File: src/rtl/octree_seq_pkg.sv
// Shared types and constants for the octree command sequencer: state/op enums,
// CSR0 field offsets, default bus addresses and the FIFO command image.
package octree_seq_pkg;

  typedef enum logic [2:0] {
    ST_IDLE     = 3'd0,
    ST_WR_CSR0  = 3'd1,
    ST_WR_CSR1  = 3'd2,
    ST_POLL_REQ = 3'd3,
    ST_POLL_CHK = 3'd4
  } state_e;

  typedef enum logic [1:0] {
    OP_NONE   = 2'b00,
    OP_SEARCH = 2'b01,
    OP_ADD    = 2'b10,
    OP_DELETE = 2'b11
  } op_e;

  localparam int CSR0_CTRL_LSB    = 48;
  localparam int CSR0_SRAM_EN_LSB = 16;

  localparam logic [63:0] DEF_CSR0_ADDR    = 64'h6000_0000;
  localparam logic [63:0] DEF_CSR1_ADDR    = 64'h6001_0000;
  localparam logic [63:0] DEF_STATUS_ADDR  = 64'h600f_0000;
  localparam logic [63:0] DEF_IDLE_PATTERN = 64'hDEADBEEF_DEADBEEF;

  localparam int CMD_W = 130;

  typedef struct packed {
    op_e         op;
    logic [63:0] csr0;
    logic [63:0] csr1;
  } cmd_t;

  // Op code goes into the ctrl field; the sram-enable field is always cleared.
  function automatic logic [63:0] csr0_image(input logic [63:0] csr0, input op_e op);
    logic [63:0] w;
    w = csr0;
    w[CSR0_CTRL_LSB +: 2]    = op;
    w[CSR0_SRAM_EN_LSB +: 2] = 2'b00;
    return w;
  endfunction

  function automatic logic [7:0] err_sat_add(input logic [7:0] cnt, input logic [1:0] inc);
    logic [8:0] sum;
    sum = {1'b0, cnt} + {7'd0, inc};
    return sum[8] ? 8'hFF : sum[7:0];
  endfunction

endpackage

File: src/rtl/octree_seq_fifo.sv
// Command FIFO, show-ahead read data, zero-latency pop; push ignored when full,
// pop ignored when empty. Occupancy tracked by an explicit count register.
module octree_seq_fifo #(
  parameter int DEPTH = 4,
  parameter int WIDTH = 130
) (
  input  logic             clk_i,
  input  logic             rstn_i,
  input  logic             push,
  input  logic             pop,
  input  logic [WIDTH-1:0] wr_dat,
  output logic [WIDTH-1:0] rd_dat,
  output logic             full,
  output logic             empty
);

  localparam int AW = $clog2(DEPTH);
  localparam int CW = $clog2(DEPTH) + 1;

  logic [WIDTH-1:0] mem [DEPTH];
  logic [AW-1:0]    wr_ptr;
  logic [AW-1:0]    rd_ptr;
  logic [CW-1:0]    count;
  logic             push_ok;
  logic             pop_ok;

  assign full    = (count == CW'(DEPTH));
  assign empty   = (count == '0);
  assign push_ok = push && !full;
  assign pop_ok  = pop && !empty;
  assign rd_dat  = mem[rd_ptr];

  always_ff @(posedge clk_i) begin
    if (!rstn_i) begin
      wr_ptr <= '0;
      rd_ptr <= '0;
      count  <= '0;
    end else begin
      if (push_ok) wr_ptr <= wr_ptr + 1'b1;
      if (pop_ok)  rd_ptr <= rd_ptr + 1'b1;
      if (push_ok && !pop_ok)      count <= count + 1'b1;
      else if (pop_ok && !push_ok) count <= count - 1'b1;
    end
  end

  always_ff @(posedge clk_i) begin
    if (push_ok) mem[wr_ptr] <= wr_dat;
  end

endmodule

File: src/rtl/octree_cmd_sequencer.sv
// Queues octree commands and replays each as CSR0/CSR1 writes plus status polling;
// pop-to-done is 5 cycles minimum, cmd_ready_o drops while the FIFO is full.
module octree_cmd_sequencer
  import octree_seq_pkg::*;
#(
  parameter int          CMD_DEPTH    = 4,
  parameter int          POLL_MAX     = 3000,
  parameter logic [63:0] CSR0_ADDR    = DEF_CSR0_ADDR,
  parameter logic [63:0] CSR1_ADDR    = DEF_CSR1_ADDR,
  parameter logic [63:0] STATUS_ADDR  = DEF_STATUS_ADDR,
  parameter logic [63:0] IDLE_PATTERN = DEF_IDLE_PATTERN
) (
  input  logic        clk_i,
  input  logic        rstn_i,
  input  logic        cmd_valid_i,
  output logic        cmd_ready_o,
  input  logic [1:0]  cmd_op_i,
  input  logic [63:0] cmd_csr0_i,
  input  logic [63:0] cmd_csr1_i,
  output logic        mem_req_o,
  output logic        mem_write_en_o,
  output logic [7:0]  mem_byte_en_o,
  output logic [63:0] mem_addr_o,
  output logic [63:0] mem_wdata_o,
  input  logic [63:0] mem_rdata_i,
  output logic        busy_o,
  output logic        done_o,
  output logic        timeout_o,
  output logic [63:0] last_status_o,
  output logic [7:0]  err_cnt_o
);

  localparam int             PCW       = $clog2(POLL_MAX + 1);
  localparam logic [PCW-1:0] POLL_LAST = PCW'(POLL_MAX);

  state_e         state;
  cmd_t           fifo_wr;
  cmd_t           fifo_rd;
  logic           fifo_full;
  logic           fifo_empty;
  logic           fifo_push;
  logic           fifo_pop;
  logic [63:0]    csr1_q;
  logic [PCW-1:0] poll_cnt;
  logic           op_rej;
  logic           status_done;
  logic           poll_expired;

  assign cmd_ready_o   = rstn_i && !fifo_full;
  assign fifo_push     = cmd_valid_i && cmd_ready_o && (cmd_op_i != 2'b00);
  assign op_rej        = cmd_valid_i && cmd_ready_o && (cmd_op_i == 2'b00);
  assign fifo_pop      = (state == ST_IDLE) && !fifo_empty;
  assign fifo_wr       = '{op: op_e'(cmd_op_i), csr0: cmd_csr0_i, csr1: cmd_csr1_i};
  assign status_done   = (state == ST_POLL_CHK) && (mem_rdata_i != IDLE_PATTERN)
                         && (mem_rdata_i != 64'd0);
  assign poll_expired  = (state == ST_POLL_CHK) && !status_done && (poll_cnt == POLL_LAST);
  assign busy_o        = rstn_i && ((state != ST_IDLE) || !fifo_empty);
  assign mem_byte_en_o = 8'hFF;

  octree_seq_fifo #(
    .DEPTH (CMD_DEPTH),
    .WIDTH (CMD_W)
  ) u_fifo (
    .clk_i  (clk_i),
    .rstn_i (rstn_i),
    .push   (fifo_push),
    .pop    (fifo_pop),
    .wr_dat (fifo_wr),
    .rd_dat (fifo_rd),
    .full   (fifo_full),
    .empty  (fifo_empty)
  );

  // Bus outputs are loaded on the transition into each state so they line up with it.
  always_ff @(posedge clk_i) begin
    if (!rstn_i) begin
      state          <= ST_IDLE;
      csr1_q         <= '0;
      poll_cnt       <= '0;
      mem_req_o      <= 1'b0;
      mem_write_en_o <= 1'b0;
      mem_addr_o     <= '0;
      mem_wdata_o    <= '0;
      done_o         <= 1'b0;
      timeout_o      <= 1'b0;
      last_status_o  <= '0;
      err_cnt_o      <= '0;
    end else begin
      mem_req_o      <= 1'b0;
      mem_write_en_o <= 1'b0;
      done_o         <= 1'b0;
      timeout_o      <= 1'b0;
      err_cnt_o      <= err_sat_add(err_cnt_o, {1'b0, op_rej} + {1'b0, poll_expired});
      case (state)
        ST_IDLE: begin
          if (!fifo_empty) begin
            csr1_q         <= fifo_rd.csr1;
            poll_cnt       <= '0;
            mem_req_o      <= 1'b1;
            mem_write_en_o <= 1'b1;
            mem_addr_o     <= CSR0_ADDR;
            mem_wdata_o    <= csr0_image(fifo_rd.csr0, fifo_rd.op);
            state          <= ST_WR_CSR0;
          end
        end
        ST_WR_CSR0: begin
          mem_req_o      <= 1'b1;
          mem_write_en_o <= 1'b1;
          mem_addr_o     <= CSR1_ADDR;
          mem_wdata_o    <= csr1_q;
          state          <= ST_WR_CSR1;
        end
        ST_WR_CSR1: begin
          mem_req_o  <= 1'b1;
          mem_addr_o <= STATUS_ADDR;
          state      <= ST_POLL_REQ;
        end
        ST_POLL_REQ: begin
          poll_cnt <= poll_cnt + 1'b1;
          state    <= ST_POLL_CHK;
        end
        ST_POLL_CHK: begin
          if (status_done) begin
            last_status_o <= mem_rdata_i;
            done_o        <= 1'b1;
            state         <= ST_IDLE;
          end else if (poll_expired) begin
            timeout_o <= 1'b1;
            state     <= ST_IDLE;
          end else begin
            mem_req_o <= 1'b1;
            state     <= ST_POLL_REQ;
          end
        end
        default: state <= ST_IDLE;
      endcase
    end
  end

endmodule

File: config.mk
export PLATFORM = sky130hd
export DESIGN_NAME = octree_cmd_sequencer
export DESIGN_NICKNAME = d
export VERILOG_FILES = /design/src/rtl/octree_seq_pkg.sv /design/src/rtl/octree_seq_fifo.sv /design/src/rtl/octree_cmd_sequencer.sv
export SDC_FILE = /design/constraint.sdc
export NUM_CORES = 1
export LEC_CHECK = 0
export ABC_AREA = 1
export CAP_MARGIN = 5
export CORE_ASPECT_RATIO = 1.1
export CORE_UTILIZATION = 55
export DETAILED_ROUTE_END_ITERATION = 10
export DONT_BUFFER_PORTS = 1
export GPL_TIMING_DRIVEN = 0
export PLACE_DENSITY = 0.81
export RECOVER_POWER = 50
export SLEW_MARGIN = 40
export SYNTH_ARGS = -nofsm -noshare
export SYNTH_HDL_FRONTEND = slang
export SYNTH_SLANG_ARGS = --single-unit
File: constraint.sdc
create_clock -name clk_i -period 10.1 [get_ports clk_i]
set_clock_uncertainty 0.05 [all_clocks]
set_input_delay 1.515 -clock clk_i [delete_from_list [all_inputs] [get_ports clk_i]]
set_output_delay 1.515 -clock clk_i [all_outputs]
set_load 0.02 [all_outputs]
* Word-level counts from Yosys, hierarchy flattened
Memories as Yosys holds them, arrays and structs flattened. A register that Yosys moved wholly into a read port is not among the register bits. Cells that the tools add are included.
Storage, ports and cells: flip-flop bits (word level) 290, latch bits 0, memories kept 1, ROM bits 0, logic and storage cells 95, output and inout port bits 214, input port bits 197, bits in writable memories 520
Operators by class: mux-type cells 24, order comparisons 0, equality and inequality tests 8, divide/modulo/power cells 0, add/subtract/negate cells 7, multipliers 0, reduce and logical (&&, ||, !) cells 38, shift operators 0, bitwise gates (word level) 3
Memory list:
- u_fifo.mem | words 4, width 130, read ports 1, clocked after Yosys merged registers in 1, write ports 1, line octree_seq_fifo.sv:20 | logic [WIDTH-1:0] mem [DEPTH];
Operators by type and width (number):
- 64-bit case mux with 3 select lines | 1
- 64-bit 2-to-1 mux | 2
- 64-bit case mux with 2 select lines | 1
- 64-bit inequality test (second input constant) | 1
- 64-bit nonzero test | 1
- 12-bit case mux with 2 select lines | 1
- 3-bit case mux with 5 select lines | 1
- 1-bit logical AND | 14
- 12-bit by 1-bit adder with 12-bit output (second input constant) | 1
- 12-bit equality test (second input constant) | 1
- 12-bit 2-to-1 mux | 1
- 2-bit AND reduction | 6
- 8-bit by 2-bit adder with 9-bit output | 1
- 3-bit 2-to-1 mux | 3
- 2-bit 2-to-1 mux | 4
- 8-bit 2-to-1 mux | 1
- 2-bit nonzero test | 4
- 1-bit 2-to-1 mux | 7
- 3-bit by 2-bit equality test with 1-bit output (second input constant) | 2
- 3-bit equality test (second input constant) | 2
- 3-bit zero test | 2
- 3-bit nonzero test | 2
- 1-bit zero test | 5
- 2-bit by 1-bit adder with 2-bit output (second input constant) | 2
- 12 further kinds | 14

* Longest topological paths before layout
depth in word-level cells 10, depth in mapped cells 20, depth with buffers taken out 18

* Cells and area by module
From an unflattened synthesis, not the netlist that was laid out.
Unflattened totals: cells, all modules 2681, area total of the unflattened synthesis 29553.3 µm²
By module, submodules not included:
- octree_seq_fifo | instances 1, area an instance 19769.0 µm², cells an instance 1327, seq. area each 15795.1 µm²
- octree_cmd_sequencer | instances 1, area an instance 9784.4 µm², cells an instance 1354, seq. area each 4444.3 µm²

* Least setup slack after synthesis
OpenSTA, ideal clock, no wires.
kind input-to-reg, from in rstn_i, to mem u_fifo.mem[0][0] (enable), setup slack 1.713 ns, path buffers 0, cell stages on the path 6, required time 9.437 ns, setup time 0.613 ns, data arrival time 7.725 ns, cells stage by stage inv_1 > a31oi_1 > nand2_1 > a21oi_1 > inv_1 > nor2_1
On the way: longest elaborated chain between the ends 6
Ends and longest elaborated chain:
- start, declared | line octree_cmd_sequencer.sv:14 | input logic rstn_i,
- 1-bit logical AND | line octree_cmd_sequencer.sv:49 | assign cmd_ready_o = rstn_i && !fifo_full;
- via cmd_ready_o | line octree_cmd_sequencer.sv:16 | output logic cmd_ready_o,
- 1-bit logical AND (2 in a row) | line octree_cmd_sequencer.sv:50 | assign fifo_push = cmd_valid_i && cmd_ready_o && (cmd_op_i != 2'b00);
- 1-bit logical AND | line octree_seq_fifo.sv:29 | assign push_ok = push && !full;
- via u_fifo.push_ok | line octree_seq_fifo.sv:24 | logic push_ok;
- 1-bit 2-to-1 mux | line octree_seq_fifo.sv:47 | if (push_ok) mem[wr_ptr] <= wr_dat;
- 1-bit 2-to-1 mux (not written as such) | line octree_seq_fifo.sv:47
- end, declared | line octree_seq_fifo.sv:20
The timed path passes the listed nets, and every way through them passes these cells.

* Final worst setup path
from in mem_rdata_i[63], to reg err_cnt_o[5]
On the way: longest elaborated chain between the ends 9, elaborated cells on any way between the ends 10, those cells by class add/sub (2); eq/ne (1); mux (1); reduce/logical (6)
Ends and longest elaborated chain:
- start, declared | line octree_cmd_sequencer.sv:25 | input logic [63:0] mem_rdata_i,
- 64-bit inequality test | line octree_cmd_sequencer.sv:54 | assign status_done = (state == ST_POLL_CHK) && (mem_rdata_i != IDLE_PATTERN)
- 1-bit logical AND | line octree_cmd_sequencer.sv:54
- 1-bit logical AND (*) | line octree_cmd_sequencer.sv:55 | && (mem_rdata_i != 64'd0);
- 1-bit zero test (*) | line octree_cmd_sequencer.sv:56 | assign poll_expired = (state == ST_POLL_CHK) && !status_done && (poll_cnt == POLL_LAST);
- 1-bit logical AND (*) (2 in a row) | line octree_cmd_sequencer.sv:56
- 1-bit by 1-bit adder with 2-bit output (*) | line octree_cmd_sequencer.sv:93 | err_cnt_o <= err_sat_add(err_cnt_o, {1'b0, op_rej} + {1'b0, poll_expired});
- 8-bit by 2-bit adder with 9-bit output (*) | line octree_seq_pkg.sv:47 | sum = {1'b0, cnt} + {7'd0, inc};
- 8-bit 2-to-1 mux (*) | line octree_seq_pkg.sv:48 | return sum[8] ? 8'hFF : sum[7:0];
- end signal, assigned | line octree_cmd_sequencer.sv:93
- end, declared | line octree_cmd_sequencer.sv:30 | output logic [7:0] err_cnt_o
Mark *: on every way between the ends. The rest lies on a longest branch, timed or not. A chain may end at the register's enable or synchronous reset.

==> results.toml <==
[run_status]
status = "completed"

[sta]
slew_violations = 0
tightest_slew_ns = 1.03
finalCriticalPeriod_ns = 4.37
rsz0062_at_grt = "no"
relSlewSlack_pct = 31.4
finalHoldViolCount = 0
finalCritPeriodShare_pct = 43.2
setup_viol = 0
fmax_mhz = 229

[grt]
overflow = 0
grt_pass1_vias = 19800
grt_usage_pct = 30.1
grt_start_max_net_pins = 19
grt_pass1_wl_mm = 117
grt_antenna_before_repair = 2

[placement]
dpl.hpwl_mm = 55.4
dpl.cell_count = 3335
routabilityCongestion = 0.886
port_buffers = 0

[clocking]
cts_buffers = 71
clock_latency_ns = 0.62
clock-sinks = 735
cts_setup_buffers = 0
cts-htree-levels = 3
cts_tree = "done"
cts_resized = 0
ctsHoldBuffers = 0
clk_pin_slew_ns = 0.06
cts_root_buf = "clkbuf_16"
clock_path_buffers = 3

[logic_synthesis]
synth_area_um2 = 28500
synth_top_family_by_area = "compound AO/OA/AOI/OAI gates"
synth-main-ff-cell = "edfxtp_1"
synthArstFlopShare_pct = 0
synth_mux_area_share_pct = 0
synth_fa_ha_area_share_pct = 0.492
syn_area_per_cell_um2 = 11.1
synthCells = 2570
synth-seq-area-share_pct = 69.3
synth-seq-cells = 735
yosys.area_share.simple_pct = 8.86
synth_edf_count = 504
yosysWarnings = 0
synth-compound-area-share_pct = 15.1
synth-xor-area-share_pct = 0.0922
synth_cell_types = 36

[route]
ant_nets = 0
firstDrtPassIters = 5
vias = 20600
route.detailed.drc = 0
via_per_inst = 5.94
drtIter0Drc = 1943
wl_per_cell_um = 23.4
drt_wl_total_mm = 80.9

[cells_and_area]
drive_gt1_share_pct = 9.18
layoutNonFillerInstCount = 3466
antennaDiodeCount = 0
nNetsFinal = 2948
syn2layout_area_growth_pct = 14.5

[critical_path]
cp.required_ns = 10.61
critical_path_class = "in2reg"
cp-start-kind = "input port"
regToRegEndpoint = "mem_wdata_o[47]$_SDFFE_PN0P_"
rrSetupSlack_ns = 5.94
crit_arrival_ns = 4.88
r2r_cells = 10
rr_startpoint = "state[0]$_SDFFE_PN0N_"
crit_fanout = 10
worstSetupEndpointType = "flop"

[power]
p_sw_w = 0.00339
intPower_w = 0.00587
finalPower_w = 0.00926
p_leak_nw = 11.5
vdd_drop_max_v = 0.000269
pwr_density_cell_nw_per_um2 = 284
power_frac_comb_pct = 28.3
seqPwrFrac_pct = 42.1
clockPowerShare_pct = 29.5
swShare_pct = 36.6

[min_path]
min_path_cells = 2
hp-class = "reg2reg"
holdPathEnd = "poll_cnt[4]$_SDFFE_PN0P_"
worstHoldStart = "poll_cnt[4]$_SDFFE_PN0P_"

[job]
max_cap_violations = 0

[die]
pin_count = 411
fp-row-count = 87
start_util_pct = 55.7
die_w_um = 219
die-area_um2 = 52700
core_area_um2 = 51200
die_h_um = 241
## worst max-delay path, cell delays in order
cell,delay (ns)
nor2_1,0.11
nand2_1,0.07
nor2_1,0.15
nand2_1,0.07
nor2_1,0.11
nand2_1,0.08
nand3_1,0.22
clkbuf_1,0.48
clkbuf_1,0.39
nand3_1,0.26
fa_1,0.44
inv_1,0.08
ha_1,0.19
nand3_1,0.12
nor2_1,0.20
inv_1,0.08
nor2_1,0.13
o21ai_0,0.10
inv_1,0.07
## power groups by stage
| stage | clock network, W | registers, W | logic [W] |
|---|---|---|---|
| after detailed placement | 0 | 0.00395 | 0.00266 |
| final | 0.00274 | 0.00390 | 0.00262 |
| after global placement | 0 | 0.00397 | 0.00255 |
| after CTS | 0.00275 | 0.00389 | 0.00269 |
| after global routing | 0.00286 | 0.00392 | 0.00286 |
| after floorplan | 0 | 0.00386 | 0.00179 |
## metrics by stage
| stage | utilization (%) | setup slack, ns | hold WS [ns] | setup TNS [ns] | cell area [um2] |
|---|---|---|---|---|---|
| CTS | 64.1 | 6.04 | 0.429 | 0 | 32800 |
| global route | 63.8 | 5.40 | 0.460 | 0 | 32600 |
| global placement | 57.8 | -2.98 | 0.398 | -1467.91 | 29600 |
| finish | 63.8 | 5.73 | 0.431 | 0 | 32600 |
| floorplan | - | 1.71 | 0.386 | 0 | 28700 |
| detailed placement | 59.4 | 5.64 | 0.419 | 0 | 30400 |
## per-layer routing
layer	global-route usage (%)	up-vias	wire length, um
met2	51.6	1297	39700
met1	32.6	9814	26800
met5	0	-	27
li1	-	9246	-
met3	10.1	237	9860
met4	17.1	4	4510
## cells in the mapped netlist (6+ instances only)
| cell | n | area [um2] |
|---|---|---|
| inv_2 | 6 | 22.5 |
| buf_4 | 75 | 563 |
| ha_1 | 8 | 100 |
| dfxtp_1 | 231 | 4620 |
| clkbuf_1 | 110 | 413 |
| a21oi_1 | 199 | 996 |
| nand2_1 | 146 | 548 |
| nand3_1 | 9 | 45.0 |
| buf_2 | 30 | 150 |
| nand4_1 | 11 | 68.8 |
| nor3_1 | 8 | 40.0 |
| buf_6 | 6 | 67.6 |
| inv_1 | 123 | 462 |
| o21ai_0 | 453 | 2270 |
| edfxtp_1 | 504 | 15100 |
| a21oi_2 | 20 | 175 |
| o21ai_1 | 10 | 50.1 |
| o22ai_1 | 62 | 388 |
| buf_1 | 10 | 37.5 |
| nor2_1 | 463 | 1740 |
| a31oi_1 | 65 | 407 |
## registers in the layout (all words and copies together), names as in the netlist, 2 cells and up, named ones only
register       count
err_cnt_o          8
state              3
u_fifo.rd_ptr      2
poll_cnt          12
u_fifo.count       3
last_status_o     64
u_fifo.wr_ptr      2
mem_addr_o         3
csr1_q            64
u_fifo.mem       504
mem_wdata_o       64
## cell type report
| class | instances | area, um2 |
|---|---|---|
| Clock buffer | 99 | 2030 |
| Multi-Input combinational cell | 1537 | 7210 |
| Fill cell | 3740 | 18500 |
| Sequential cell | 735 | 19800 |
| Buffer | 231 | 1160 |
| Tap cell | 667 | 835 |
| Clock inverter | 32 | 387 |
| Inverter | 131 | 493 |
| Timing Repair Buffer | 34 | 761 |
## worst max path at each step
stage                     from                           to  slack (ns)  cells after the start
6_report       mem_rdata_i[63]      err_cnt_o[5]$_SDFF_PN0_        5.73                     19
4_1_cts                 rstn_i                       busy_o        6.04                      3
5_1_grt        mem_rdata_i[41]      err_cnt_o[5]$_SDFF_PN0_        5.40                     20
3_3_place_gp            rstn_i  u_fifo.mem[3][87]$_DFFE_PP_       -2.98                      6
2_1_floorplan           rstn_i   u_fifo.mem[0][0]$_DFFE_PP_        1.71                      6
3_5_place_dp            rstn_i  u_fifo.mem[2][90]$_DFFE_PP_        5.64                     10
## cells by family (layout without fill, tap and decap cells)
group / after synthesis / count (layout)
flops: 735 / 735
other cells: 2 / 66
compound gates: 813 / 813
buf+inv: 362 / 527
xor+xnor: 3 / 3
simple gates: 645 / 645
fa+ha+maj: 10 / 10
## cell usage in the layout, fill, tap and decap left out, types with 2 or more instances in the layout
cell type,n
edfxtp_1,504
nor2_1,459
o21ai_0,453
dfxtp_1,231
a21oi_1,208
nand2_1,148
clkbuf_1,145
inv_1,126
clkbuf_16,74
buf_4,72
conb_1,66
a31oi_1,64
o22ai_1,62
buf_2,20
buf_16,20
buf_8,14
nand4_1,13
clkinv_2,13
a21oi_2,11
nand3_1,10
buf_1,10
o21ai_1,10
nor3_1,9
ha_1,8
bufinv_16,8
clkbuf_8,8
clkinv_1,6
nor2_4,4
inv_6,4
inv_2,3
a211oi_1,2
o31ai_1,2
xor2_1,2
fa_1,2
Power figures use the tool's default switching activity.
